===== config.mk =====
export PLATFORM = sky130hd
export DESIGN_NAME = scan_decoder
export DESIGN_NICKNAME = d
export VERILOG_FILES = /design/src/rtl/scan_decoder_pkg.sv /design/src/rtl/scan_decoder_tick_gen.sv /design/src/rtl/scan_decoder.sv
export SDC_FILE = /design/constraint.sdc
export NUM_CORES = 1
export LEC_CHECK = 0
export ABC_AREA = 1
export BUFFER_PORTS_ARGS = -buffer_cell sky130_fd_sc_hd__buf_2
export CORE_MARGIN = 3
export CORE_UTILIZATION = 58
export DETAILED_ROUTE_END_ITERATION = 12
export GPL_TIMING_DRIVEN = 0
export PLACE_DENSITY_LB_ADDON = 0.1
export SLEW_MARGIN = 10
export SYNTH_ARGS = -nofsm -noshare
export SYNTH_HDL_FRONTEND = slang
export SYNTH_SLANG_ARGS = --single-unit

===== constraint.sdc =====
create_clock -name clk -period 4.11 [get_ports clk]
set_clock_uncertainty 0.05 [all_clocks]
set_input_delay 1.0275 -clock clk [delete_from_list [all_inputs] [get_ports clk]]
set_output_delay 1.0275 -clock clk [all_outputs]
set_load 0.005 [all_outputs]

===== src/rtl/scan_decoder_pkg.sv =====
// rtl/scan_decoder_pkg.sv - shared helpers for the scan decoder
package scan_decoder_pkg;

    // Prescaler width: at least one bit, even when DIV is 1 or 2.
    function automatic int cnt_width(input int div);
        return (div <= 2) ? 1 : $clog2(div);
    endfunction

    // Level of an inactive select line for the given polarity setting.
    function automatic logic idle_bit(input int active_low);
        return (active_low != 0) ? 1'b1 : 1'b0;
    endfunction

endpackage


===== src/rtl/scan_decoder_tick_gen.sv =====
// rtl/scan_decoder_tick_gen.sv - scan-step prescaler
module tick_gen
    import scan_decoder_pkg::*;
#(
    parameter int DIV = 100000
) (
    input  logic clk,
    input  logic reset_n,
    input  logic run,
    output logic tick
);

    localparam int CW = cnt_width(DIV);
    localparam logic [CW-1:0] LAST = CW'(DIV - 1);

    logic [CW-1:0] cnt;

    // Step strobe for the current cycle; the parent registers it so the
    // index update and the visible tick land on the same edge.
    assign tick = run && (cnt == LAST);

    // Count 0..DIV-1 while running, park at 0 otherwise.
    always_ff @(posedge clk) begin
        if (!reset_n) begin
            cnt <= '0;
        end else if (!run) begin
            cnt <= '0;
        end else if (cnt == LAST) begin
            cnt <= '0;
        end else begin
            cnt <= cnt + CW'(1);
        end
    end

endmodule


===== src/rtl/scan_decoder.sv =====
// rtl/scan_decoder.sv - manual/auto-scan one-hot select decoder
module scan_decoder
    import scan_decoder_pkg::*;
#(
    parameter int N          = 3,
    parameter int DIV        = 100000,
    parameter int ACTIVE_LOW = 1
) (
    input  logic             clk,
    input  logic             reset_n,
    input  logic             en,
    input  logic             mode,
    input  logic [N-1:0]     w,
    input  logic [0:2**N-1]  mask,
    output logic [0:2**N-1]  y,
    output logic [N-1:0]     idx,
    output logic             tick
);

    localparam int M = 2**N;
    localparam logic [0:M-1] Y_IDLE = {M{idle_bit(ACTIVE_LOW)}};

    logic            run;
    logic            step;
    logic [N-1:0]    next_idx;
    logic [0:M-1]    next_y;

    assign run = en && mode;

    tick_gen #(
        .DIV (DIV)
    ) u_tick_gen (
        .clk     (clk),
        .reset_n (reset_n),
        .run     (run),
        .tick    (step)
    );

    // Next index and its decoded select, so y and idx move together.
    always_comb begin
        next_idx = idx;
        next_y   = Y_IDLE;
        if (en) begin
            if (mode) begin
                if (step) begin
                    next_idx = idx + N'(1);
                end
            end else begin
                next_idx = w;
            end
            if (mask[next_idx]) begin
                next_y[next_idx] = ~idle_bit(ACTIVE_LOW);
            end
        end
    end

    // Output registers; reset aborts any step in progress.
    always_ff @(posedge clk) begin
        if (!reset_n) begin
            idx  <= '0;
            tick <= 1'b0;
            y    <= Y_IDLE;
        end else begin
            idx  <= next_idx;
            tick <= step;
            y    <= next_y;
        end
    end

endmodule

=== Yosys cells after proc, flatten, opt, wreduce, memory -nomap -nowiden ===
Cells that the tools add are included.

* Reduce and logical (&&, ||, !) cells: 5
* Equality and inequality tests: 1
* Muxes and demuxes: 8
* $add $sub $neg: 2
* Bitwise operators: 4
* $lt $le $gt $ge: 2

{| class="wikitable"
|+ Operators by type and width
! operator !! number
|-
| $add A17 B1 Y17 const B || 1
|-
| $eq A17 B17 Y1 const B || 1
|-
| $mux W3 || 3
|-
| $not A8 Y8 || 1
|-
| $ge A4 B4 Y1 const B || 1
|-
| $lt A4 B1 Y1 const B || 1
|-
| $not A3 Y4 || 1
|-
| $add A3 B1 Y3 const B || 1
|-
| $bmux W1 S3 || 1
|-
| $demux W1 S3 || 1
|-
| $logic_and A1 B1 Y1 || 3
|-
| $mux W1 || 3
|-
| $reduce_and A3 Y1 || 1
|-
| $reduce_or A3 Y1 || 1
|-
| $not A1 Y1 || 2
|}

* Input port bits: 15
* Word-level logic and storage cells: 26
* Output and inout bits: 12
* Register bits after elaboration: 29

=== Logic depth before layout (Yosys ltp) ===
Gate-level depths: netlist of run 1.

* Word-level depth: 11
* Depth in mapped cells: 14
* Depth with buffers taken out: 14

=== By module ===
A second synthesis of run 1 with hierarchy kept.

* Cells, all modules: 239
* Area total of the unflattened synthesis: 1607.8 sq um

{| class="wikitable"
|+ By module, submodules not included
! module !! sequential area each (sq um) !! cells an instance !! area an instance (sq um) !! instances
|-
| tick_gen || 340.3 || 142 || 943.4 || 1
|-
| scan_decoder || 240.2 || 97 || 664.4 || 1
|}

=== Least setup slack after synthesis of run 1 ===
Ideal clock, no wire load.

* Path kind: input to register
* From: input port mode
* To: register y[0] (netlist name)
* Path buffers: 0
* Required time: 3.933 ns
* Stages: 10
* Slack: 1.937 ns
* Setup time: 0.127 ns
* Data arrival time: 1.996 ns
* Cell sequence: nand2_1 -> clkinv_2 -> nand4_1 -> nand2_1 -> nand3_2 -> nand2_2 -> nand2_1 -> nand2_1 -> a21oi_4 -> nand3_1

* Word-level cells in the longest chain between the ends: 11
* Elaborated cells between the ends (all ways): 16
* Those cells by class: order compare (2); mux (8); bitwise (2); reduce/logical (4)

{| class="wikitable"
|+ RTL lines
! item !! line !! text
|-
| start, declared || scan_decoder.sv:12 || <nowiki>input logic mode,</nowiki>
|-
| $logic_and A1 B1 Y1 || scan_decoder.sv:28 || <nowiki>assign run = en && mode;</nowiki>
|-
| $logic_and A1 B1 Y1 || scan_decoder_tick_gen.sv:20 || <nowiki>assign tick = run && (cnt == LAST);</nowiki>
|-
| $mux W3 || scan_decoder.sv:45 || <nowiki>if (step) begin</nowiki>
|-
| $mux W3 (*) || scan_decoder.sv:44 || <nowiki>if (mode) begin</nowiki>
|-
| $mux W3 (*) || scan_decoder.sv:43 || <nowiki>if (en) begin</nowiki>
|-
| $not A3 Y4 (*) || scan_decoder.sv:51, scan_decoder.sv:52 ||
|-
| $ge A4 B4 Y1 (implied by the code) or $lt A4 B1 Y1 (tied branches) || scan_decoder.sv:52 || <nowiki>next_y[next_idx] = ~idle_bit(ACTIVE_LOW);</nowiki>
|-
| $logic_and A1 B1 Y1 (implied by the code) || scan_decoder.sv:52 ||
|-
| $mux W1 (implied by the code) || scan_decoder.sv:52 ||
|-
| $demux W1 S3 || scan_decoder.sv:52 ||
|-
| $not A8 Y8 (no line) || -- ||
|-
| end signal, assigned || scan_decoder.sv:66 || <nowiki>y <= next_y;</nowiki>
|-
| end, declared || scan_decoder.sv:15 || <nowiki>output logic [0:2**N-1] y,</nowiki>
|}

Every way passes the cells marked *; elsewhere a longest branch is shown, timed or not. The select of a mux whose other input is x is not followed.
A chain may end at the register's enable or synchronous reset.

=== Worst setup path in the final report of run 1 ===
* From: input port mode
* To: register y[1] (netlist name)

The elaborated chain is that of the path after synthesis.

==> impl_metrics.csv, run 1 <==
group,metric,value,unit
status,status,"complete, no violations",
sta,clock.fmax,449,MHz
clock_tree,cts_hold_buf,0,
route,remaining_drc_errors,0,
clock_tree,cts_setup_buffers,0,
clock_tree,cts_made_buffers,5,
clock_tree,cts_sinks,29,
finish,fin_util,71.9,%
worst_setup_path,worstPathRequired,4270,ps
finish,finalNetCount,286,
route,wl,3.11,mm
global_routing,overflow,0,
floorplan,design.core.area,0.00257,mm^2
sta,slew_violations,0,
global_routing,antenna_found_initial,0,
sta,period_share,54.2,%
yosys,synthCells,236,
yosys,synth_top_family_by_area,"simple AND/OR/NAND/NOR gates",
sta,slew_headroom,76.0,%
finish,n_antenna_cell,0,
yosys,synth_compound_area_share,8.92,%
global_routing,grt_pass1_wl,5.19,mm
yosys,syn_area,0.00163,mm^2
placed_design,port-buffer-count,26,
yosys,netlist-cell-type-count,30,
yosys,ys_seq_area_share,35.7,%
finish,area_delta_synth_final,13.5,%
floorplan,dieArea,0.00348,mm^2
yosys,syn_avg_cell_area,6.90,um^2
yosys,ys_seq_elements,29,
floorplan,num_rows,18,
yosys,yosysTopAreaCellShare,35.7,%
sta,min_period,2230,ps
sta,setup-tns-final,0,ps
route,drt-wirelength-per-cell,10.4,um
yosys,yosys.area_share.simple,43.4,%
worst_setup_path,criticalPathCategory,"input port to flip-flop",
clock_tree,cts_tree,"built",
global_routing,gr-usage-all-layers,19.8,%
global_routing,grt_max_degree,11,
yosys,synthMuxAreaShare,0,%
sta,hold_violations,0,
clock_tree,clock_latency,340,ps
route,drtIter0Drc,64,
route,dr.pass1.iters,4,
power,p_leak,0.000750,uW
yosys,synth_fp_nets,253,
placed_design,hpwlAfterDp,2.36,mm
clock_tree,ctsRootBufferMaster,"clkbuf_4",
worst_setup_path,startpoint_type,"input port",
clock_tree,htree_levels,2,
route,ant_nets,0,
route,vias,1529,
yosys,synth-warning-count,0,
route,vias_per_cell,5.10,
global_routing,grt_pass1_vias,1239,
floorplan,start_util,63.4,%
power,powerDensity,279,mW/mm^2
worst_setup_path,crit_fanout,8,
sta,rsz0062_at_grt,"false",
worst_setup_path,r2r_cells,12,
flow_run,maxCapViolCount,0,
power,ir_worst_vdd,0.231,mV
finish,final_layout_size_suffix_gt1_share,26.3,%
yosys,synth_area_leaders,"dfxtp_1, nand3_1, nand2_1, nor2_1, inv_1",
sta,setup_viol,0,
clock_tree,cts_buffer_depth,2,
yosys,synth_top_cell_by_area,"dfxtp_1",
floorplan,dieWidth,59.0,um
clock_tree,cts_resized,0,
yosys,synth_adder_area_share,1.54,%
floorplan,die_y,59.0,um
worst_hold_path,hold_depth,1,
worst_hold_path,hold_class,"flip-flop to flip-flop",
placed_design,gp_congestion,0.843,
clock_tree,clkTransAtPathRegs,80,ps
worst_setup_path,end_kind,"flip-flop",
floorplan,ios,27,
worst_setup_path,cp.arrival,2390,ps
sta,worst-slew-pin-transition,356,ps
yosys,synth_xor_area_share,1.61,%
[critical path, cell delays in order]
cell and delay [ps]:
buf_2 150, nand2_1 110, clkinv_2 110, nand4_1 180
nand2_1 80, nand3_2 110, nand2_2 120, nand2_1 80
nand2_1 80, a21oi_4 230, nand3_1 110
[where the power goes]
group	internal, uW	switching [uW]
logic	24.5	39.1
clock network	64.9	99.6
registers	285	3.02
total	374	142
[flip-flops by register name (all words and copies together) (netlist names)]
signal / count
idx: 3
tick: 1
u_tick_gen.cnt: 17
y: 8
[cell families after synthesis]
logic type | count (synthesis)
adders and majority gates | 2
DFF | 29
and+or+nand+nor | 139
AOI/OAI and AO/OA | 25
buffers and inverters | 38
xor gates and xnor gates | 3
[area by class of cell]
type / instances / area [um^2]
Multi-Input combinational cell: 169 / 902
Fill cell: 246 / 721
Sequential cell: 29 / 581
Inverter: 37 / 140
Timing Repair Buffer: 26 / 130
Clock buffer: 6 / 41.3
Tap cell: 30 / 37.5
Clock inverter: 2 / 10.0
Buffer: 1 / 5.00
[Yosys cell counts]
cell type,instances
nand2_1,37
nor2_1,34
dfxtp_1,29
nand3_1,28
inv_1,27
a21oi_1,14
inv_2,8
nand2_2,7
nor2_2,7
nand4_1,5
nor2_4,5
o21ai_0,5
nand3b_1,3
nor3_1,3
ha_1,2
nand3_2,2
nor3_2,2
nor3b_1,2
o21a_1,2
o21ai_1,2
or2_2,2
xor2_1,2
a21oi_2,1
a21oi_4,1
buf_2,1
clkinv_1,1
clkinv_2,1
nor3b_2,1
nor4_1,1
xnor2_1,1
[layer usage]
layer  GRT usage [%]  wire length, um  part of all wire, %
met5               0                0                    0
met4            8.74               44                  1.4
met3            5.88              204                  6.6
met2            29.5             1380                   44
met1            26.3             1490                   48
[metrics by stage]
step / area (um^2) / setup slack [ps] / hold slack (ps) / instances / power [uW]
2_1_floorplan: 1630 / 1940 / 368 / 236 / 339
3_3_place_gp: 1800 / 1550 / 380 / 292 / 357
3_5_place_dp: 1800 / 1550 / 400 / 292 / 358
4_1_cts: 1850 / 1880 / 421 / 300 / 521
5_1_grt: 1850 / 1700 / 441 / 300 / 542
6_report: 1850 / 1880 / 412 / 300 / 516
[placed cells by master, fill, tap and decap left out, types with 2 or more instances in the layout]
cell type and instances:
nand2_1 37, nor2_1 34, dfxtp_1 29, nand3_1 28, inv_1 27, buf_2 27, a21oi_1 14, inv_2 8
nand2_2 7, nor2_2 7, nor2_4 5, nand4_1 5, o21ai_0 5, clkbuf_4 5, clkinv_2 3, nand3b_1 3
nor3_1 3, nand3_2 2, or2_2 2, nor3_2 2, o21ai_1 2, o21a_1 2, nor3b_1 2, xor2_1 2
ha_1 2
[worst paths after layout]
check / from / endpoint / slack [ps]
setup / recovery: mode / y[1]$_SDFF_PN1_ / 1880
hold / removal: u_tick_gen.cnt[0]$_SDFF_PP0_ / u_tick_gen.cnt[0]$_SDFF_PP0_ / 410
setup reg to reg: u_tick_gen.cnt[0]$_SDFF_PP0_ / y[1]$_SDFF_PN1_ / 2090
hold reg to reg: u_tick_gen.cnt[0]$_SDFF_PP0_ / u_tick_gen.cnt[0]$_SDFF_PP0_ / 410
No activity file was read; power rests on OpenSTA's default activity.
==> inputs of run 2 (changes only) <==
Settings changed: CORE_UTILIZATION 58 to 50.
Clock period 4.11 ns to 2 ns, I/O delays scaled along.
==> run 2 against run 1 <==
  * Utilization down 6.0 points
  * Die area up 14%
  * Worst hold slack worse by 80 ps
  * Global-route usage down 1.8 points
  * Via count down 0.20%
  * Largest cell class unchanged
  * Total power up 120%
  * Critical path type is now flip-flop to flip-flop
  * Cell area up 9.8%
  * Final cell count up 6.3%
==> impl_metrics.csv, run 2 (same netlist as run 1, synthesis figures left out) <==
group,metric,value,unit
status,status,"complete, no violations",
floorplan,dieArea,0.00398,mm^2
global_routing,grt_pass1_wl,5.67,mm
floorplan,ios,27,
route,remaining_drc_errors,0,
floorplan,design.core.area,0.00308,mm^2
placed_design,port-buffer-count,26,
clock_tree,clkTransAtPathRegs,100,ps
floorplan,die_y,63.1,um
worst_setup_path,criticalPathCategory,"flip-flop to flip-flop",
sta,fin_ws,53.0,ps
finish,top_regs,"u_tick_gen.cnt: 17 flops, y: 8 flops, idx: 3 flops",
finish,stdcell_count,319,
worst_setup_path,worstPathRequired,2160,ps
worst_setup_path,end_kind,"flip-flop",
sta,rsz0062_at_grt,"true",
worst_hold_path,hp-start,"en",
route,vias_per_cell,4.78,
worst_setup_path,r2r_start,"u_tick_gen.cnt[0]$_SDFF_PP0_",
route,vias,1526,
worst_setup_path,cp_slowest_cell,"dfxtp_2",
route,wl,3.40,mm
clock_tree,cts_buffer_depth,2,
placed_design,dp.cells,306,
global_routing,grt_max_degree,11,
clock_tree,htree_levels,2,
power,p_leak,0.000844,uW
sta,slew_violations,0,
route,ant_nets,0,
clock_tree,cts_made_buffers,5,
finish,n_antenna_cell,0,
clock_tree,clock_latency,340,ps
worst_hold_path,hold_depth,2,
worst_setup_path,critPathMaxStageDelay,370,ps
sta,slew_headroom,74.2,%
global_routing,gr-usage-met2,27.1,%
worst_setup_path,crit_start,"u_tick_gen.cnt[0]$_SDFF_PP0_",
clock_tree,cts_sinks,29,
worst_hold_path,min_to,"idx[1]$_SDFFE_PN0P_",
sta,clock.fmax,514,MHz
clock_tree,ctsRootBufferMaster,"clkbuf_4",
worst_setup_path,crit_fanout,8,
finish,nFillCells,311,
flow_run,maxCapViolCount,0,
sta,period_share,97.4,%
finish,finalNetCount,291,
sta,min_period,1950,ps
worst_hold_path,hold_class,"input port to flip-flop",
worst_setup_path,crit_chain,"ha_4 -> nand2_4 -> nor2_4 -> nand3_2 -> nor2_4 -> nand3_1 -> nand2_2 -> nand3_4 -> nand2_2 -> nor2_2 -> a21oi_4 -> nand3_1",
finish,regMostFlops,"u_tick_gen.cnt",
global_routing,antenna_found_initial,0,
global_routing,use_met1,23.6,%
route,drtIter0Drc,50,
worst_setup_path,cp.arrival,2110,ps
global_routing,gr-max-usage-layer,"met2",
global_routing,overflow,0,
worst_setup_path,r2r-end,"y[1]$_SDFF_PN1_",
power,ir_worst_vdd,0.359,mV
placed_design,dp_slack,-42.1,ps
clock_tree,cts_tree,"built",
global_routing,grt_use_met3,6.06,%
finish,largest_reg_flops,17,
worst_setup_path,startpoint_type,"flip-flop",
floorplan,num_rows,20,
placed_design,gp_congestion,0.869,
worst_setup_path,r2r_slack,50,ps
floorplan,start_util,52.9,%
finish,final_common_cell,"nand2_1",
sta,worst-slew-pin-transition,383,ps
finish,final_cell_mix,"nand2_1, nor2_1, inv_1, buf_2, dfxtp_1",
global_routing,grt_pass1_vias,1344,
worst_setup_path,r2r_cells,12,
finish,final_layout_size_suffix_gt1_share,33.8,%
placed_design,hpwlAfterDp,2.48,mm
route,dr.pass1.iters,4,
global_routing,gr-usage-all-layers,18.0,%
power,powerDensity,571,mW/mm^2
floorplan,dieWidth,63.1,um
sta,hold_violations,0,
sta,hold_slack,333,ps
sta,setup_viol,0,
route,drt-wirelength-per-cell,10.7,um
finish,area_delta_synth_final,24.6,%
==> run 2: area by class of cell <==
class / count / area, um^2 / share of cell area [%]
Multi-Input combinational cell: 169 / 1010 / 49.7
Sequential cell: 29 / 583 / 28.7
Timing Repair Buffer: 31 / 168 / 8.27
Inverter: 37 / 140 / 6.91
Clock buffer: 7 / 65.1 / 3.21
Tap cell: 44 / 55.1 / 2.71
Clock inverter: 1 / 5.00 / 0.247
Buffer: 1 / 5.00 / 0.247
==> run 2: worst max-delay path: cells and delay by family (launching register included) <==
family / cells / cell delay (ps)
simple gates: 10 / 1000
flops: 1 / 370
compound gates: 1 / 230
fa+ha+maj: 1 / 150
==> run 2: worst max path at each step <==
stage                            endpoint  slack [ps]  cells past startpoint
after floorplan           y[0]$_SDFF_PN1_         250                     12
after global placement    y[7]$_SDFF_PN1_         -20                     11
after detailed placement  y[7]$_SDFF_PN1_         -40                     11
after CTS                 y[7]$_SDFF_PN1_           9                     12
after global routing      y[2]$_SDFF_PN1_        -120                     14
final                     y[1]$_SDFF_PN1_          50                     12
==> run 2: per-stage QoR <==
step	cell area (um^2)	setup TNS, ps	power [uW]	utilization [%]
after CTS	1920	0	1150	62.5
after global placement	1810	-109	736	58.9
final	2030	0	1160	65.9
after detailed placement	1810	-276	736	58.9
after global routing	2030	-890	1220	65.9
after floorplan	1630	0	696	-
==> run 2: report_power, final <==
| part | switching, uW | internal, uW | total, uW |
|---|---|---|---|
| Clock | 210 | 203 | 414 |
| Sequential | 6.33 | 586 | 592 |
| Combinational | 89.8 | 61.4 | 151 |
==> run 2: repair_timing <==
action,4_1_cts,5_1_grt
endpoints found under the setup margin,8,10
hold endpoints to repair,0,0
pin swaps,6,4
hold buffers,0,0
resized for setup,8,16
setup buffers,2,3
==> run 2: layer usage <==
metal  wire length (um)  share of wire [%]
met2               1530                 45
met5                  0                  0
met1               1690                 50
met4                 52                1.5
met3                139                4.1
==> inputs of run 3 (changes only) <==
Settings changed: ABC_AREA 1 to unset, CORE_UTILIZATION 50 to 49.
==> run 3 against run 2 <==
  * Register-to-register slack lost 30 ps
  * Critical path depth shrank 5
  * Setup slack worse by 35 ps
  * Largest power group unchanged
  * Synthesized area down 9.1%
  * Sequential share of layout area up 3.1 points
  * Global-route usage rose by 2.5 points
  * Final cell count decreased by 24%
  * Die area is 6.5% lower
==> impl_metrics.csv, run 3 <==
group,metric,value,unit
global_routing,grt_max_degree,11,
floorplan,die_y,61.0,um
yosys,async_reset_ff_share,0,%
sta,slew_violations,0,
finish,n_antenna_cell,0,
global_routing,overflow,0,
clock_tree,cts_buffer_depth,2,
finish,largest_reg_flops,17,
route,vias,1427,
route,wl,3.52,mm
floorplan,dieWidth,61.0,um
route,drtIter0Drc,61,
yosys,syn_area,0.00148,mm^2
placed_design,gp_congestion,0.851,
global_routing,antenna_found_initial,0,
clock_tree,clkTransAtPathRegs,100,ps
status,status,"complete, no violations",
worst_setup_path,criticalPathCategory,"flip-flop to flip-flop",
sta,rsz0062_at_grt,"true",
worst_setup_path,worstPathRequired,2170,ps
placed_design,dp_slack,-224,ps
floorplan,ios,27,
placed_design,post_dp_cell_area,0.00167,mm^2
global_routing,grt_pass1_vias,1254,
power,power.switching,272,uW
yosys,ys.flop_type,"dfxtp_1",
placed_design,port-buffer-count,26,
route,wl_met3,222,um
clock_tree,cts_hold_buf,0,
yosys,synth-warning-count,0,
sta,setup-tns-final,0,ps
route,remaining_drc_errors,0,
flow_run,maxCapViolCount,0,
clock_tree,cts_sinks,29,
sta,worst-slew-pin-transition,433,ps
yosys,ys_seq_elements,29,
worst_setup_path,end_kind,"flip-flop",
global_routing,grt_pass1_wl,5.53,mm
sta,clock.fmax,505,MHz
power,p_leak,0.000741,uW
placed_design,dp.cells,227,
yosys,synth.top_cells.by_count,"dfxtp_1, nor2_1, nand2_1, xor2_1, a21oi_1",
finish,top_regs,"u_tick_gen.cnt: 17 flops, y: 8 flops, idx: 3 flops",
yosys,netlist-cell-type-count,42,
clock_tree,cts_tree,"built",
placed_design,hpwlAfterDp,2.43,mm
floorplan,start_util,52.3,%
floorplan,num_rows,19,
floorplan,dieArea,0.00372,mm^2
power,intPower,838,uW
finish,regMostFlops,"u_tick_gen.cnt",
worst_setup_path,cp.arrival,2150,ps
sta,fin_ws,18.3,ps
power,sw_frac_of_total,24.5,%
finish,area_delta_synth_final,26.5,%
power,pwr-share-clk,36.4,%
worst_hold_path,hold_class,"input port to flip-flop",
yosys,synth_edf_count,0,
finish,finalNetCount,229,
sta,setup_viol,0,
finish,final_layout_size_suffix_gt1_share,32.9,%
yosys,synth_area_leaders,"dfxtp_1, xor2_1, nor2_1, nand2_1, mux2i_1",
route,ant_nets,0,
yosys,synth_fp_nets,187,
power,powerDensity,593,mW/mm^2
yosys,syn_avg_cell_area,8.71,um^2
finish,final_cell_mix,"buf_2, dfxtp_1, nor2_1",
yosys,synthCells,170,
sta,hold_violations,0,
yosys,synth_top_cell_by_area,"dfxtp_1",
worst_setup_path,crit_fanout,5,
floorplan,design.core.area,0.00283,mm^2
sta,slew_headroom,71.1,%
yosys,yosysTopAreaCellShare,39.2,%
route,drt-wirelength-per-cell,14.4,um
route,top_layer,"met4",
sta,period_share,99.1,%
route,met2_length,1.66,mm
clock_tree,ctsRootBufferMaster,"clkbuf_4",
route,dr.pass1.iters,4,
clock_tree,clock_latency,330,ps
yosys,synth_most_common_cell,"dfxtp_1",
worst_setup_path,startpoint_type,"flip-flop",
sta,hold_slack,299,ps
power,pwr-share-comb,10.6,%
route,vias_per_cell,5.85,
finish,stdcell_count,244,
global_routing,gr-usage-all-layers,20.4,%
finish,design_area,0.00187,mm^2
clock_tree,htree_levels,2,
yosys,ys_seq_area_share,39.2,%
route,m1WireLength,1.61,mm
finish,final_common_cell,"buf_2",
power,power_frac_seq,53.0,%
sta,min_period,1980,ps
power,ir_worst_vdd,0.476,mV
clock_tree,cts_made_buffers,5,
run 3: cell types whose count changed after synthesis, moves of 5 or more:
cell,before,now
a21oi_1,14,9
and3_1,0,7
inv_1,27,6
inv_2,8,0
mux2i_1,0,5
nand2_1,37,15
nand2_2,7,0
nand3_1,28,8
nor2_1,34,18
nor2_2,7,0
nor2_4,5,0
xor2_1,2,10
run 3: final timing paths:
| kind | cells after the start | to | slack [ps] | start |
|---|---|---|---|---|
| setup / recovery | 7 | y[0]$_SDFF_PN1_ | 20 | u_tick_gen.cnt[14]$_SDFF_PP0_ |
| hold / removal | 2 | y[2]$_SDFF_PN1_ | 300 | mask[2] |
| setup reg to reg | 7 | y[0]$_SDFF_PN1_ | 20 | u_tick_gen.cnt[14]$_SDFF_PP0_ |
| hold reg to reg | 2 | u_tick_gen.cnt[15]$_SDFF_PP0_ | 490 | u_tick_gen.cnt[15]$_SDFF_PP0_ |
run 3: power by group through the flow:
stage / Clock, uW / Combinational (uW) / Sequential [uW]
after CTS: 419 / 113 / 590
after global placement: 0 / 108 / 604
final: 404 / 117 / 588
after global routing: 452 / 129 / 590
after detailed placement: 0 / 110 / 605
after floorplan: 0 / 67.5 / 604
run 3: area by class of cell:
cell class              instances  area (um^2)
clock buffers                   7         65.1
repair buffers                 35          201
inverters                       6         22.5
plain buffers                   5         28.8
flip-flops and latches         29          597
fillers                       237          957
multi-input cells             130          913
well taps                      31         38.8
clock inverters                 1         5.00
run 3: worst max-delay path, cell delays in order (launching register included):
cell	delay (ps)
dfxtp_2	360
nor4b_4	300
and4_4	270
buf_6	110
a21oi_1	80
or2_4	250
mux2i_2	150
a221o_1	290
run 3: cells by family (layout without fill, tap and decap cells):
logic type	count (synthesis)	after routing	synth area share, %
AO/OA/AOI/OAI	30	30	14.4
adder cells (fa/ha/maj)	2	2	1.69
multiplexers	7	7	4.90
AND/OR/NAND/NOR	78	78	29.0
buffers and inverters	11	54	3.13
XOR/XNOR	13	13	7.69
flip-flops	29	29	39.2
run 3: per-stage QoR:
stage          total power [uW]  utilization, %
2_1_floorplan               672               -
3_3_place_gp                712            59.0
3_5_place_dp                715            59.0
4_1_cts                    1120            63.4
5_1_grt                    1170            66.2
6_report                   1110            66.2
run 3: repair_timing:
item                                    4_1_cts  5_1_grt
resized for setup                             3       18
pin swaps                                     3        5
buffers inserted                              6        2
gates cloned                                  0        1
endpoints found under the setup margin       16       16
run 3: layer usage:
metal	vias up	GRT usage, %
met3	5	5.96
li1	702	-
met1	672	27.5
met4	0	11.5
met5	-	0
met2	48	29.0
